`src/rtl/pragmatic_8_scheduler.sv`:
```
// Essential-bit scheduler for the 8-lane Pragmatic MAC: serializes the nonzero magnitude bits of
// each weight into per-lane first-stage offsets under one shared second-stage base shift.
module pragmatic_8_scheduler #(
  parameter int VEC_LENGTH = 8,
  parameter int DATA_WIDTH = 8
) (
  input  logic                                  clk,
  input  logic                                  reset,
  input  logic                                  w_valid,
  output logic                                  w_ready,
  input  logic [VEC_LENGTH-1:0][DATA_WIDTH-1:0] w_data,
  input  logic [VEC_LENGTH-1:0][DATA_WIDTH-1:0] a_data,
  input  logic                                  w_load,
  input  logic                                  w_last,
  output logic [VEC_LENGTH-1:0][DATA_WIDTH-1:0] act_out,
  output logic [VEC_LENGTH-1:0][1:0]            shift_1st_sel,
  output logic [VEC_LENGTH-1:0]                 shift_1st_en,
  output logic [VEC_LENGTH-1:0]                 is_neg,
  output logic [2:0]                            shift_2nd_sel,
  output logic                                  shift_2nd_en,
  output logic                                  mac_en,
  output logic                                  mac_load_accum,
  output logic                                  busy,
  output logic                                  res_valid
);

  // Handshake: a vector (w_data, a_data, w_load, w_last) transfers on a cycle where w_valid and
  // w_ready are both high; upstream holds it stable until then and w_valid never depends on w_ready.
  typedef enum logic {IDLE, ISSUE} state_t;

  state_t state, next_state;

  logic [VEC_LENGTH-1:0][DATA_WIDTH-1:0] mask, mask_next;
  logic [VEC_LENGTH-1:0][2:0]            low;
  logic [VEC_LENGTH-1:0][3:0]            diff;
  logic [VEC_LENGTH-1:0][1:0]            lane_sel;
  logic [VEC_LENGTH-1:0]                 nz, lane_en;
  logic [2:0]                            base;
  logic                                  accept, issuing, last_issue;
  logic                                  load_q, last_q, first_q;
  logic                                  load_accum_q, drain_q, res_pipe_q, res_valid_q;

  always_comb begin : lane_scan
    base = 3'd7;
    for (int i = 0; i < VEC_LENGTH; i++) begin
      nz[i]  = |mask[i];
      low[i] = 3'd0;
      for (int b = DATA_WIDTH - 1; b >= 0; b--) begin
        if (mask[i][b]) low[i] = 3'(b);
      end
    end
    for (int i = 0; i < VEC_LENGTH; i++) begin
      if (nz[i] && (low[i] < base)) base = low[i];
    end
    if (nz == '0) base = 3'd0;
  end

  // A lane issues its lowest pending bit only if it fits the 4-position window above the base.
  always_comb begin : lane_issue
    mask_next = mask;
    for (int i = 0; i < VEC_LENGTH; i++) begin
      diff[i]     = {1'b0, low[i]} - {1'b0, base};
      lane_en[i]  = nz[i] && (diff[i] <= 4'd3);
      lane_sel[i] = lane_en[i] ? diff[i][1:0] : 2'd0;
      if (lane_en[i]) mask_next[i][low[i]] = 1'b0;
    end
  end

  assign issuing    = (state == ISSUE);
  assign last_issue = issuing && (mask_next == '0);
  assign accept     = w_valid && w_ready;

  always_ff @(posedge clk) begin : state_reg
    if (reset) state <= IDLE;
    else       state <= next_state;
  end

  always_comb begin : next_state_logic
    next_state = state;
    case (state)
      IDLE:    if (accept) next_state = ISSUE;
      ISSUE:   if (last_issue) next_state = accept ? ISSUE : IDLE;
      default: next_state = IDLE;
    endcase
  end

  always_comb begin : output_logic
    w_ready        = !reset && ((state == IDLE) || last_issue);
    busy           = issuing;
    shift_1st_en   = issuing ? lane_en : '0;
    shift_1st_sel  = issuing ? lane_sel : '0;
    shift_2nd_sel  = issuing ? base : 3'd0;
    shift_2nd_en   = issuing && (lane_en != '0);
    mac_en         = issuing || drain_q;
    mac_load_accum = load_accum_q;
    res_valid      = res_valid_q;
  end

  // The MAC holds each product in psum for one en cycle, hence the delayed load and the drain.
  always_ff @(posedge clk) begin : datapath
    if (reset) begin
      mask         <= '0;
      act_out      <= '0;
      is_neg       <= '0;
      load_q       <= 1'b0;
      last_q       <= 1'b0;
      first_q      <= 1'b0;
      load_accum_q <= 1'b0;
      drain_q      <= 1'b0;
      res_pipe_q   <= 1'b0;
      res_valid_q  <= 1'b0;
    end else begin
      if (accept) begin
        for (int i = 0; i < VEC_LENGTH; i++) begin
          mask[i]   <= w_data[i][DATA_WIDTH-1] ? (~w_data[i] + DATA_WIDTH'(1)) : w_data[i];
          is_neg[i] <= w_data[i][DATA_WIDTH-1];
        end
        act_out <= a_data;
        load_q  <= w_load;
        last_q  <= w_last;
      end else if (issuing) begin
        mask <= mask_next;
      end
      first_q      <= accept;
      load_accum_q <= first_q && load_q;
      drain_q      <= last_issue;
      res_pipe_q   <= last_issue && last_q;
      res_valid_q  <= res_pipe_q;
    end
  end

endmodule

```
`config.mk`:
```
export PLATFORM = sky130hd
export DESIGN_NAME = pragmatic_8_scheduler
export DESIGN_NICKNAME = d
export VERILOG_FILES = /design/src/rtl/pragmatic_8_scheduler.sv
export SDC_FILE = /design/constraint.sdc
export NUM_CORES = 1
export LEC_CHECK = 0
export ABC_AREA = 1
export CORE_MARGIN = 2
export CORE_UTILIZATION = 28
export DETAILED_ROUTE_END_ITERATION = 6
export PLACE_DENSITY = 0.48
export RECOVER_POWER = 50
export SYNTH_ARGS = -nofsm -noshare
export SYNTH_HDL_FRONTEND = slang
export SYNTH_SLANG_ARGS = --single-unit
```
`constraint.sdc`:
```
create_clock -name clk -period 19.3 [get_ports clk]
set_input_delay 2.895 -clock clk [delete_from_list [all_inputs] [get_ports clk]]
set_output_delay 2.895 -clock clk [all_outputs]
set_load 0.005 [all_outputs]
```
### Word-level counts from Yosys, hierarchy flattened

Cells that the tools add are included.

* add/sub/neg operators: 16
* order comparisons: 32
* muxes and demuxes: 121
* bitwise logic cells: 25
* reduce and logical (&&, ||, !) cells: 45

Operator list (number)
* $mux W3: 74
* $mux W8: 17
* $mux W64: 2
* $not A8 Y8: 16
* $add A8 B1 Y8 const B: 8
* $and A8 B8 Y8: 8
* $logic_not A64 Y1: 1
* $reduce_or A8 Y1: 8
* $le A4 B2 Y1 const B: 8
* $lt A3 B4 Y1 const B: 8
* $sub A3 B3 Y4: 8
* $logic_and A1 B1 Y1: 30
* $demux W1 S3: 8
* $ge A3 B1 Y1 const B: 8
* $lt A3 B3 Y1: 7
* $mux W16: 1
* $mux W2: 8
* $mux W1: 10
* $logic_not A8 Y1: 1
* $reduce_bool A8 Y1: 1
* $lt A3 B3 Y1 const B: 1
* $logic_or A1 B1 Y1: 2
* $pmux W1 S2: 1
* $reduce_bool A2 Y1: 1
* other kinds (2): 2

* bits in registers: 144
* input bits: 133
* word-level logic and storage cells: 264

### Depth between registers and ports, before layout

Gate-level depths: netlist of the first run.

* depth in word-level cells: 45
* gate-level depth with buffers: 82

### Worst setup path before layout of the first run

Ideal clock, no wire load.

* path type: register -> output
* start: register mask[4] (netlist name)
* end: output w_ready
* data arrival time: 9.750 ns
* data required time: 16.405 ns
* path slack: 6.655 ns
* stages on the path, launching flop included: 57
* buffers on the path: 0
* cell sequence: dfxtp_1 > nor2_2 > inv_1 > nor2_1 > inv_1 > nand2_1 > nand2_1 > nor2_1 > a21oi_1 > ha_1 > a221oi_1 > nand2_2 > o21ai_0 > ha_1 > a221oi_1 > nand2_2 > o21ai_0 > ha_1 > (+21 left out) > nand3_1 > inv_1 > ha_1 > inv_1 > fa_1 > xnor2_1 > inv_1 > a21oi_1 > nand2_1 > nor3_1 > a21oi_1 > nor4_1 > nand4_1 > nor4b_1 > nand4_1 > nand2_1 > nand2_1 > inv_1

* longest elaborated chain between the ends: 38
* elaborated cells between the ends (all ways): 75

Ends and longest elaborated chain
* start, declared: line 33 `logic [VEC_LENGTH-1:0][DATA_WIDTH-1:0] mask, mask_next;`
* start signal, assigned by index: line 115 `mask[i] <= w_data[i][DATA_WIDTH-1] ? (~w_data[i] + DATA_WIDTH'(1)) : w_data[i];`
* start signal, assigned: line 122 `mask <= mask_next;`
* $mux W3 (5 in series): line 49 `if (mask[i][b]) low[i] = 3'(b);`
* $lt A3 B3 Y1: line 53 `if (nz[i] && (low[i] < base)) base = low[i];`
* $logic_and A1 B1 Y1: line 53
* $mux W3: line 53
* $lt A3 B3 Y1: line 53
* $logic_and A1 B1 Y1: line 53
* $mux W3: line 53
* $lt A3 B3 Y1: line 53
* (+18 left out)
* $sub A3 B3 Y4: line 62 `diff[i] = {1'b0, low[i]} - {1'b0, base};`
* $le A4 B2 Y1: line 63 `lane_en[i] = nz[i] && (diff[i] <= 4'd3);`
* $logic_and A1 B1 Y1: line 63
* $mux W8: line 65 `if (lane_en[i]) mask_next[i][low[i]] = 1'b0;`
* $logic_not A64 Y1 (*): line 70 `assign last_issue = issuing && (mask_next == '0);`
* $logic_and A1 B1 Y1 (*): line 70
* $logic_or A1 B1 Y1 (*): line 88 `w_ready = !reset && ((state == IDLE) || last_issue);`
* $logic_and A1 B1 Y1 (*): line 88
* end, declared: line 10 `output logic w_ready,`

Mark *: on every way between the ends. The rest lies on a longest branch, timed or not.

### Final worst setup path of the first run

Same ends and word-level chain as after synthesis.

==> summary.txt, run 1 <==
Antenna diode count - 0
Top_reg_cell synth - dfxtp_1
Total negative slack - 0 ns
Max Clk Rate - 60.81 MHz
Post-Synthesis Cells - 1376
Final-report hold violation count - 0
# Post-CTS Setup Buffers - 0
Hold crit path type - reg -> reg
Final Cycle Share - 0.8521
Clock buffer depth - 2
Final cell count without fillers - 2039
Synthesis Warnings - 0
Post-route ant nets - 0
Avg Cell Area, Syn - 6.762 µm²
CTS hold repair buffers - 0
Detail Placement HPWL - 23550 µm
Register bit total from synthesis - 144
Via count - 9774
CTS tree - done
TritonCTS Sinks - 144
Die area - 34700 µm²
CTS clock-pin slew for the worst setup and hold paths - 0.07 ns
Post-cts sizing count - 0
Post-Synthesis Cell Area - 9304 µm²
Post-Syn Nets - 1562
Max-cap violations - 3
CP Launch Type - flop
Asr flop ratio synth - 0
CP arrival - 13.55 ns
Share of cells above drive strength 1 - 0.05072
Initial Util - 0.2852
Global-route wire length before repair - 50400 µm
Largest regs - act_out (64), mask (64), is_neg (8)
CP startpoint - mask[4]$_SDFFE_PP0P_
Clock skew - 0.01002 ns
# IOs - 238
Area grow syn2layout - 36.40%
Chip Width - 186.3 µm
DRT iter0 DRCs - 370
Placed insts - 2007
Chip height - 186.3 µm
Initial antenna violation count - 2
Slew HR - -1.206
Total track usage - 0.1867
Max Slew Vio Count - 262
Post-synth EDFFs - 0
Grt total ovfl - 0
Avg Vias per Cell - 4.794
Core area - 32620 µm²
Sequential element share of the synthesized area - 0.3098
Critical Path RT - 16.41 ns
Worst stage delay on the critical path - 0.68 ns
Hold path startpoint - res_pipe_q$_SDFF_PP0_
Nets@finish - 1770
Final GP Congestion - 0.8587
Htree depth - 4
WL/cell - 15.74 µm
Vias in the first global route - 9683
Layout fillers - 3413
Crit Path Max Fanout - 15
Clock Tree Root - clkbuf_16
Status - finished, violations left
RSZ-0062 raised after global routing - false
Worst-skew pair later-pin latency - 0.44 ns
Pin count of the biggest net entering global routing - 178
R2r startpoint - mask[4]$_SDFFE_PP0P_
Number of cell rows - 66
Fin crit period - 16.45 ns
Crit end category - output port
DR pass1 iterations - 5
Total CTS buffers - 17
Violated checks - capacitance limit, slew limit
Routed WL - 32090 µm
Synth unique cells - 43
Setup violators final - 0
WS Path Type - reg -> out
Worst slew pin tran - 3.309 ns
DRC - 0
IO buf count - 237
Slowest cell on crit path - nand3_1
[cell families (layout without fill, tap and decap cells)]
family | after synthesis | in the layout | synth area share
AND/OR/NAND/NOR | 565 | 565 | 0.2644
AO/OA/AOI/OAI | 337 | 337 | 0.2114
buffers and inverters | 233 | 454 | 0.09521
flip-flops | 144 | 144 | 0.3098
adder cells (fa/ha/maj) | 53 | 53 | 0.07773
XOR/XNOR | 44 | 44 | 0.04142
[critical path, delay by kind of cell, from the launching register on]
kind,cells,cell delay [ns]
buf+inv,6,1.10
simple gates,24,4.46
fa+ha+maj,8,2.44
compound gates,15,4.75
flops,1,0.33
[layout by cell type (no fill, tap or decap), drive strengths merged, types with 3 or more instances in the layout]
cell and instances:
nor2 128, nand4 9, o211ai 6, buf 4, dlygate4sd3 79, a221oi 4
ha 45, nor4 16, clkinv 6, clkdlybuf4s50 158, inv 179, a31oi 6
a2111oi 3, o21bai 5, nand2 328, o31ai 10, nor3 39, nand3 38
xor2 29, dfxtp 144, a21boi 4, a211oi 4, a21oi 104, fa 8
clkbuf 20, bufinv 5, xnor2 15, o221a 5, clkinvlp 3, o221ai 31
o21ai 147, or4 3, o2111ai 4
[synthesized netlist by cell type, types with 22 or more instances]
cell      number  area (µm²)
xor2_1        29       254.0
nand3_1       30       150.1
nand2_2       22       137.6
dfxtp_1      144        2883
a21oi_1      104       520.5
inv_1        177       664.4
clkbuf_1      42       157.7
nor3_1        38       190.2
nor2_1       124       465.5
o221ai_1      31       271.5
ha_1          45       563.0
nand2_1      302        1134
o21ai_0      146       730.7
[stage by stage]
| stage | util | setup slack (ns) | hold WS, ns | cell area, µm² |
|---|---|---|---|---|
| 2_1_floorplan | - | 6.655 | 0.3883 | 9304 |
| 3_3_place_gp | 0.3704 | 4.140 | 0.4035 | 12080 |
| 3_5_place_dp | 0.3704 | 3.736 | 0.3972 | 12080 |
| 4_1_cts | 0.3906 | 3.227 | 0.4116 | 12740 |
| 5_1_grt | 0.3891 | 1.437 | 0.4345 | 12690 |
| 6_report | 0.3891 | 2.854 | 0.4079 | 12690 |
[final timing paths]
check / end / slack [ns] / cells past startpoint
max: w_ready / 2.85 / 53
min: res_valid$_SDFF_PP0_ / 0.41 / 2
max reg2reg: mask[63]$_SDFFE_PP0P_ / 3.17 / 56
min reg2reg: res_valid$_SDFF_PP0_ / 0.41 / 2
[layout make-up]
class	instances	area, µm²	area share
inverter	178	669.4	0.05275
sequential	144	2883	0.2272
timing repair buffer	244	2415	0.1903
clock inverter	15	232.7	0.01834
clock buffer	17	425.4	0.03352
tap	442	553.0	0.04358
multi-input combinational	999	5513	0.4344
[metal layers]
layer  share of wire  routed length (µm)  global-route usage
met1            0.45               14540              0.2286
met2            0.44               14240              0.3005
met3           0.084                2701             0.07243
met4           0.018                 572             0.06142
met5         0.00084                  27                   0
Power of run 1 is left out: the tool's default activity adds up to more than one toggle a clock period on the data nets, which glitch-free logic cannot reach.
==> run 2: changes to the inputs <==
--- a/config.mk
+++ b/config.mk
@@ -8,3 +8,3 @@
 export ABC_AREA = 1
-export CORE_MARGIN = 2
+export CAP_MARGIN = 25
 export CORE_UTILIZATION = 28
--- a/constraint.sdc
+++ b/constraint.sdc
@@ -3,2 +3,2 @@
 set_output_delay 2.895 -clock clk [all_outputs]
-set_load 0.005 [all_outputs]
+set_load 0.05 [all_outputs]
==> run 2 against run 1 <==
Net effect: the run still ends with capacitance limit, slew limit left; worst hold slack better by 0.0057 ns; register-to-register slack better by 1.7 ns; final cell count about the same; worst setup slack worse by 0.048 ns; non-clock buffer count up 1; utilization down 0.12 points; sequential share of layout area up 0.070 points; critical endpoint unchanged.
==> summary.txt, run 2 (synthesis results as in run 1) <==
Status - finished, violations left
Violated checks - capacitance limit, slew limit
Setup violators final - 0 (unchanged)
Htree depth - 4 (unchanged)
Grt total ovfl - 0 (unchanged)
DR pass1 iterations - 5 (unchanged)
Initial Util - 0.2852 (unchanged)
Global-route wire length before repair - 49920 µm (-0.94%)
Detail Placement HPWL - 23350 µm (-0.86%)
WS Path Type - reg -> out
Area grow syn2layout - 35.99%
Chip height - 184.3 µm (-1.1%)
Layout fillers - 3428 (+0.44%)
Routed WL - 31450 µm (-2.0%)
Worst path bufs/invs - 6 (unchanged)
DRC - 0 (unchanged)
Worst stage delay on the critical path - 0.83 ns (+0.15 ns)
Slew HR - -0.1107 (+1.095)
Commonest non-fill, non-tap cell in the layout - nand2_1
Total negative slack - 0 ns (unchanged)
Slowest cell on crit path - clkdlybuf4s50_1
CTS clock-pin slew for the worst setup and hold paths - 0.06 ns (about the same)
Nets@finish - 1771 (+0.056%)
Total track usage - 0.1875 (+0.0007806)
Most common cell on crit path - nand2_1
CTS hold repair buffers - 0 (unchanged)
Final-report hold violation count - 0 (unchanged)
Final GP Congestion - 0.8197 (-4.5%)
Worst-skew pair later-pin latency - 0.44 ns (about the same)
Via count - 9772 (-0.020%)
Chip Width - 184.3 µm (-1.1%)
Crit end category - output port
Max Clk Rate - 60.63 MHz (-0.29%)
Post-route ant nets - 0 (unchanged)
Crit Path Max Fanout - 15 (unchanged)
# IOs - 238 (unchanged)
Avg Vias per Cell - 4.790 (about the same)
Core area - 32620 µm² (unchanged)
Max Slew Vio Count - 26 (-90%)
WL/cell - 15.41 µm (-2.0%)
Clock skew - 0.009367 ns (-0.0006560 ns)
CP Launch Type - flop
RSZ-0062 raised after global routing - false
Clock buffer depth - 2 (unchanged)
CTS tree - done
Final Cycle Share - 0.8546 (+0.002495)
Initial antenna violation count - 2 (unchanged)
Post-cts sizing count - 0 (unchanged)
Pin count of the biggest net entering global routing - 178 (unchanged)
Hold crit path type - reg -> reg
Die area - 33960 µm² (-2.1%)
Top cell family by delay on the critical path - compound AO/OA/AOI/OAI gates
Worst slew pin tran - 1.666 ns (-1.643 ns)
Total CTS buffers - 17 (unchanged)
Max-cap violations - 1 (-2)
Vias in the first global route - 9675 (-0.083%)
Fin crit period - 16.49 ns (+0.04816 ns)
Commonest non-fill, non-tap cells in the layout - nand2_1 (303), inv_1 (176), clkdlybuf4s50_1 (158)
DRT iter0 DRCs - 380 (+2.7%)
Share of cells above drive strength 1 - 0.05069 (about the same)
IO buf count - 237 (unchanged)
Number of cell rows - 66 (unchanged)
CP arrival - 13.60 ns (+0.05 ns)
Largest regs - act_out (64), mask (64), is_neg (8)
# Post-CTS Setup Buffers - 0 (unchanged)
Clock Tree Root - clkbuf_16
TritonCTS Sinks - 144 (unchanged)
Antenna diode count - 0 (unchanged)
Critical Path RT - 16.41 ns (about the same)
==> run 2: final timing paths <==
path                              start               endpoint  slack (ns)  cells after the start
hold / removal    res_pipe_q$_SDFF_PP0_   res_valid$_SDFF_PP0_        0.41                      2
setup reg to reg   mask[4]$_SDFFE_PP0P_  mask[51]$_SDFFE_PP0P_        4.88                     58
hold reg to reg   res_pipe_q$_SDFF_PP0_   res_valid$_SDFF_PP0_        0.41                      2
setup / recovery   mask[4]$_SDFFE_PP0P_                w_ready        2.81                     54
==> run 2: per-stage QoR <==
stage / hold slack, ns / instance area, µm² / worst slack (ns) / std cells / utilization
after CTS: 0.4201 / 12690 / 3.072 / 2040 / 0.3889
final: 0.4137 / 12650 / 2.806 / 2040 / 0.3879
after detailed placement: 0.4090 / 12090 / 3.576 / 2008 / 0.3707
after floorplan: 0.3883 / 9304 / 6.310 / 1376 / -
after global routing: 0.4319 / 12650 / 1.382 / 2040 / 0.3879
after global placement: 0.4065 / 12090 / 3.967 / 2008 / 0.3707
==> run 2: worst reg2reg max path, delay by kind of cell (launching register included) <==
| family | cells | cell delay (ns) |
|---|---|---|
| flip-flops | 1 | 0.33 |
| adder cells (fa/ha/maj) | 8 | 2.63 |
| buffers and inverters | 6 | 1.38 |
| XOR/XNOR | 1 | 0.17 |
| AO/OA/AOI/OAI | 17 | 4.92 |
| AND/OR/NAND/NOR | 26 | 4.91 |
==> run 2: layer usage <==
metal | share of wire | wire length, µm | GRT usage
met3 | 0.091 | 2873 | 0.07548
met2 | 0.44 | 13990 | 0.3011
met4 | 0.016 | 490 | 0.05833
met5 | 0.00070 | 22 | 0
met1 | 0.45 | 14070 | 0.2277
==> run 2: final cells by class <==
type | instances | area, µm² | area share
tap | 442 | 553.0 | 0.04371
multi-input combinational | 999 | 5510 | 0.4355
timing repair buffer | 245 | 2441 | 0.1929
sequential | 144 | 2883 | 0.2278
clock inverter | 14 | 166.4 | 0.01315
clock buffer | 18 | 429.2 | 0.03392
inverter | 178 | 669.4 | 0.05291
Power of run 2 is left out for the same reason.
==> run 3: changes to the inputs <==
- CORE_UTILIZATION: 28 -> 50
- PLACE_DENSITY: 0.48 -> 0.78
==> run 3 against run 2 <==
Net effect: the flow finishes with violations (DRC, capacitance limit, slew limit); sequential share of layout area up 0.45 points; non-clock buffer count up 1; worst setup slack worse by 0.025 ns; critical path type unchanged; critical endpoint unchanged.
==> summary.txt, run 3 (synthesis results as in run 1) <==
Via count - 10000 (+2.4%)
Initial antenna violation count - 1 (-1)
Slew HR - -0.8771 (-0.7664)
CTS hold repair buffers - 0 (unchanged)
Worst slew pin tran - 2.816 ns (+1.150 ns)
Max Clk Rate - 60.54 MHz (-0.15%)
Total negative slack - 0 ns (unchanged)
Vias in the first global route - 9754 (+0.82%)
# IOs - 238 (unchanged)
Status - finished, violations left
RSZ-0062 raised after global routing - false
CTS clock-pin slew for the worst setup and hold paths - 0.06 ns (about the same)
WS Path Type - reg -> out
Largest regs - act_out (64), mask (64), is_neg (8)
Routed WL - 27070 µm (-14%)
Max-cap violations - 3 (+2)
Commonest non-fill, non-tap cell in the layout - nand2_1
Number of cell rows - 49 (-26%)
# Post-CTS Setup Buffers - 0 (unchanged)
WL/cell - 14.81 µm (-3.9%)
Worst stage delay on the critical path - 0.82 ns (about the same)
Htree depth - 4 (unchanged)
Commonest non-fill, non-tap cells in the layout - nand2_1 (303), inv_1 (175), clkdlybuf4s50_1 (158)
Worst path bufs/invs - 6 (unchanged)
CTS tree - done
Final Cycle Share - 0.8559 (+0.001298)
Total CTS buffers - 17 (unchanged)
Avg Vias per Cell - 5.472 (+14%)
Fin crit period - 16.52 ns (+0.02505 ns)
DRT iter0 DRCs - 573 (+51%)
Slowest cell on crit path - clkdlybuf4s50_1
Chip Width - 138.4 µm (-25%)
Crit end category - output port
Nets@finish - 1772 (+0.056%)
Post-route ant nets - 0 (unchanged)
Clock Tree Root - clkbuf_16
CP arrival - 13.62 ns (+0.02 ns)
Violated checks - DRC, capacitance limit, slew limit
TritonCTS Sinks - 144 (unchanged)
Clock buffer depth - 2 (unchanged)
Global-route wire length before repair - 44900 µm (-10%)
DRC - 21 (+21)
IO buf count - 237 (unchanged)
Top cell family by delay on the critical path - simple AND/OR/NAND/NOR gates
Setup violators final - 0 (unchanged)
Pin count of the biggest net entering global routing - 132 (-26%)
Critical Path RT - 16.41 ns (about the same)
Max Slew Vio Count - 137 (+430%)
Post-cts sizing count - 0 (unchanged)
Most common cell on crit path - nand2_1
Detail Placement HPWL - 19930 µm (-15%)
Worst-skew pair later-pin latency - 0.43 ns (about the same)
Total track usage - 0.2858 (+0.09834)
Layout fillers - 1593 (-54%)
Grt total ovfl - 0 (unchanged)
Hold crit path type - reg -> reg
Final-report hold violation count - 0 (unchanged)
Core area - 18090 µm² (-45%)
DR pass1 iterations - 7 (+2)
CP Launch Type - flop
Initial Util - 0.5144 (+0.2292)
Crit Path Max Fanout - 15 (unchanged)
Chip height - 138.4 µm (-25%)
Die area - 19160 µm² (-44%)
Antenna diode count - 0 (unchanged)
Final GP Congestion - 0.8924 (+8.9%)
Clock skew - 0.01094 ns (+0.001577 ns)
Area grow syn2layout - 33.34%
Share of cells above drive strength 1 - 0.04941 (-0.001282)
[run 3: per-stage QoR]
step	setup slack, ns	hold slack (ns)	util	instance area (µm²)	instances
after floorplan	6.310	0.3883	-	9304	1376
after global placement	4.220	0.4021	0.6531	11810	1795
after detailed placement	3.666	0.4100	0.6531	11810	1795
after CTS	3.157	0.4140	0.6867	12420	1827
after global routing	1.717	0.4338	0.6859	12410	1828
final	2.781	0.4113	0.6859	12410	1828
[run 3: path summary, 6_finish.rpt]
path,startpoint,to,slack (ns),cells after the start
max,mask[4]$_SDFFE_PP0P_,w_ready,2.78,54
min,res_pipe_q$_SDFF_PP0_,res_valid$_SDFF_PP0_,0.41,2
max reg2reg,mask[4]$_SDFFE_PP0P_,mask[51]$_SDFFE_PP0P_,4.24,58
min reg2reg,res_pipe_q$_SDFF_PP0_,res_valid$_SDFF_PP0_,0.41,2
[run 3: area by class of cell]
| class | count | area [µm²] | area share |
|---|---|---|---|
| multi-input combinational | 999 | 5510 | 0.4442 |
| clock inverter | 13 | 175.2 | 0.01412 |
| clock buffer | 19 | 432.9 | 0.03490 |
| timing repair buffer | 246 | 2449 | 0.1974 |
| sequential | 144 | 2883 | 0.2324 |
| inverter | 178 | 669.4 | 0.05396 |
| tap | 229 | 286.5 | 0.02310 |
[run 3: worst min-delay path, stage by stage, from the launching register on]
cell and delay, ns:
dfxtp_1 0.30, inv_1 0.04, nor2_1 0.03
[run 3: per-layer routing]
| metal | wire (µm) | GRT usage | vias to the layer above |
|---|---|---|---|
| met3 | 1847 | 0.07309 | 51 |
| met5 | 0 | 0 | - |
| met1 | 11430 | 0.3276 | 4609 |
| met2 | 13160 | 0.5063 | 321 |
| met4 | 634 | 0.1147 | 0 |
| li1 | - | - | 5021 |
Power of run 3 is left out for the same reason.
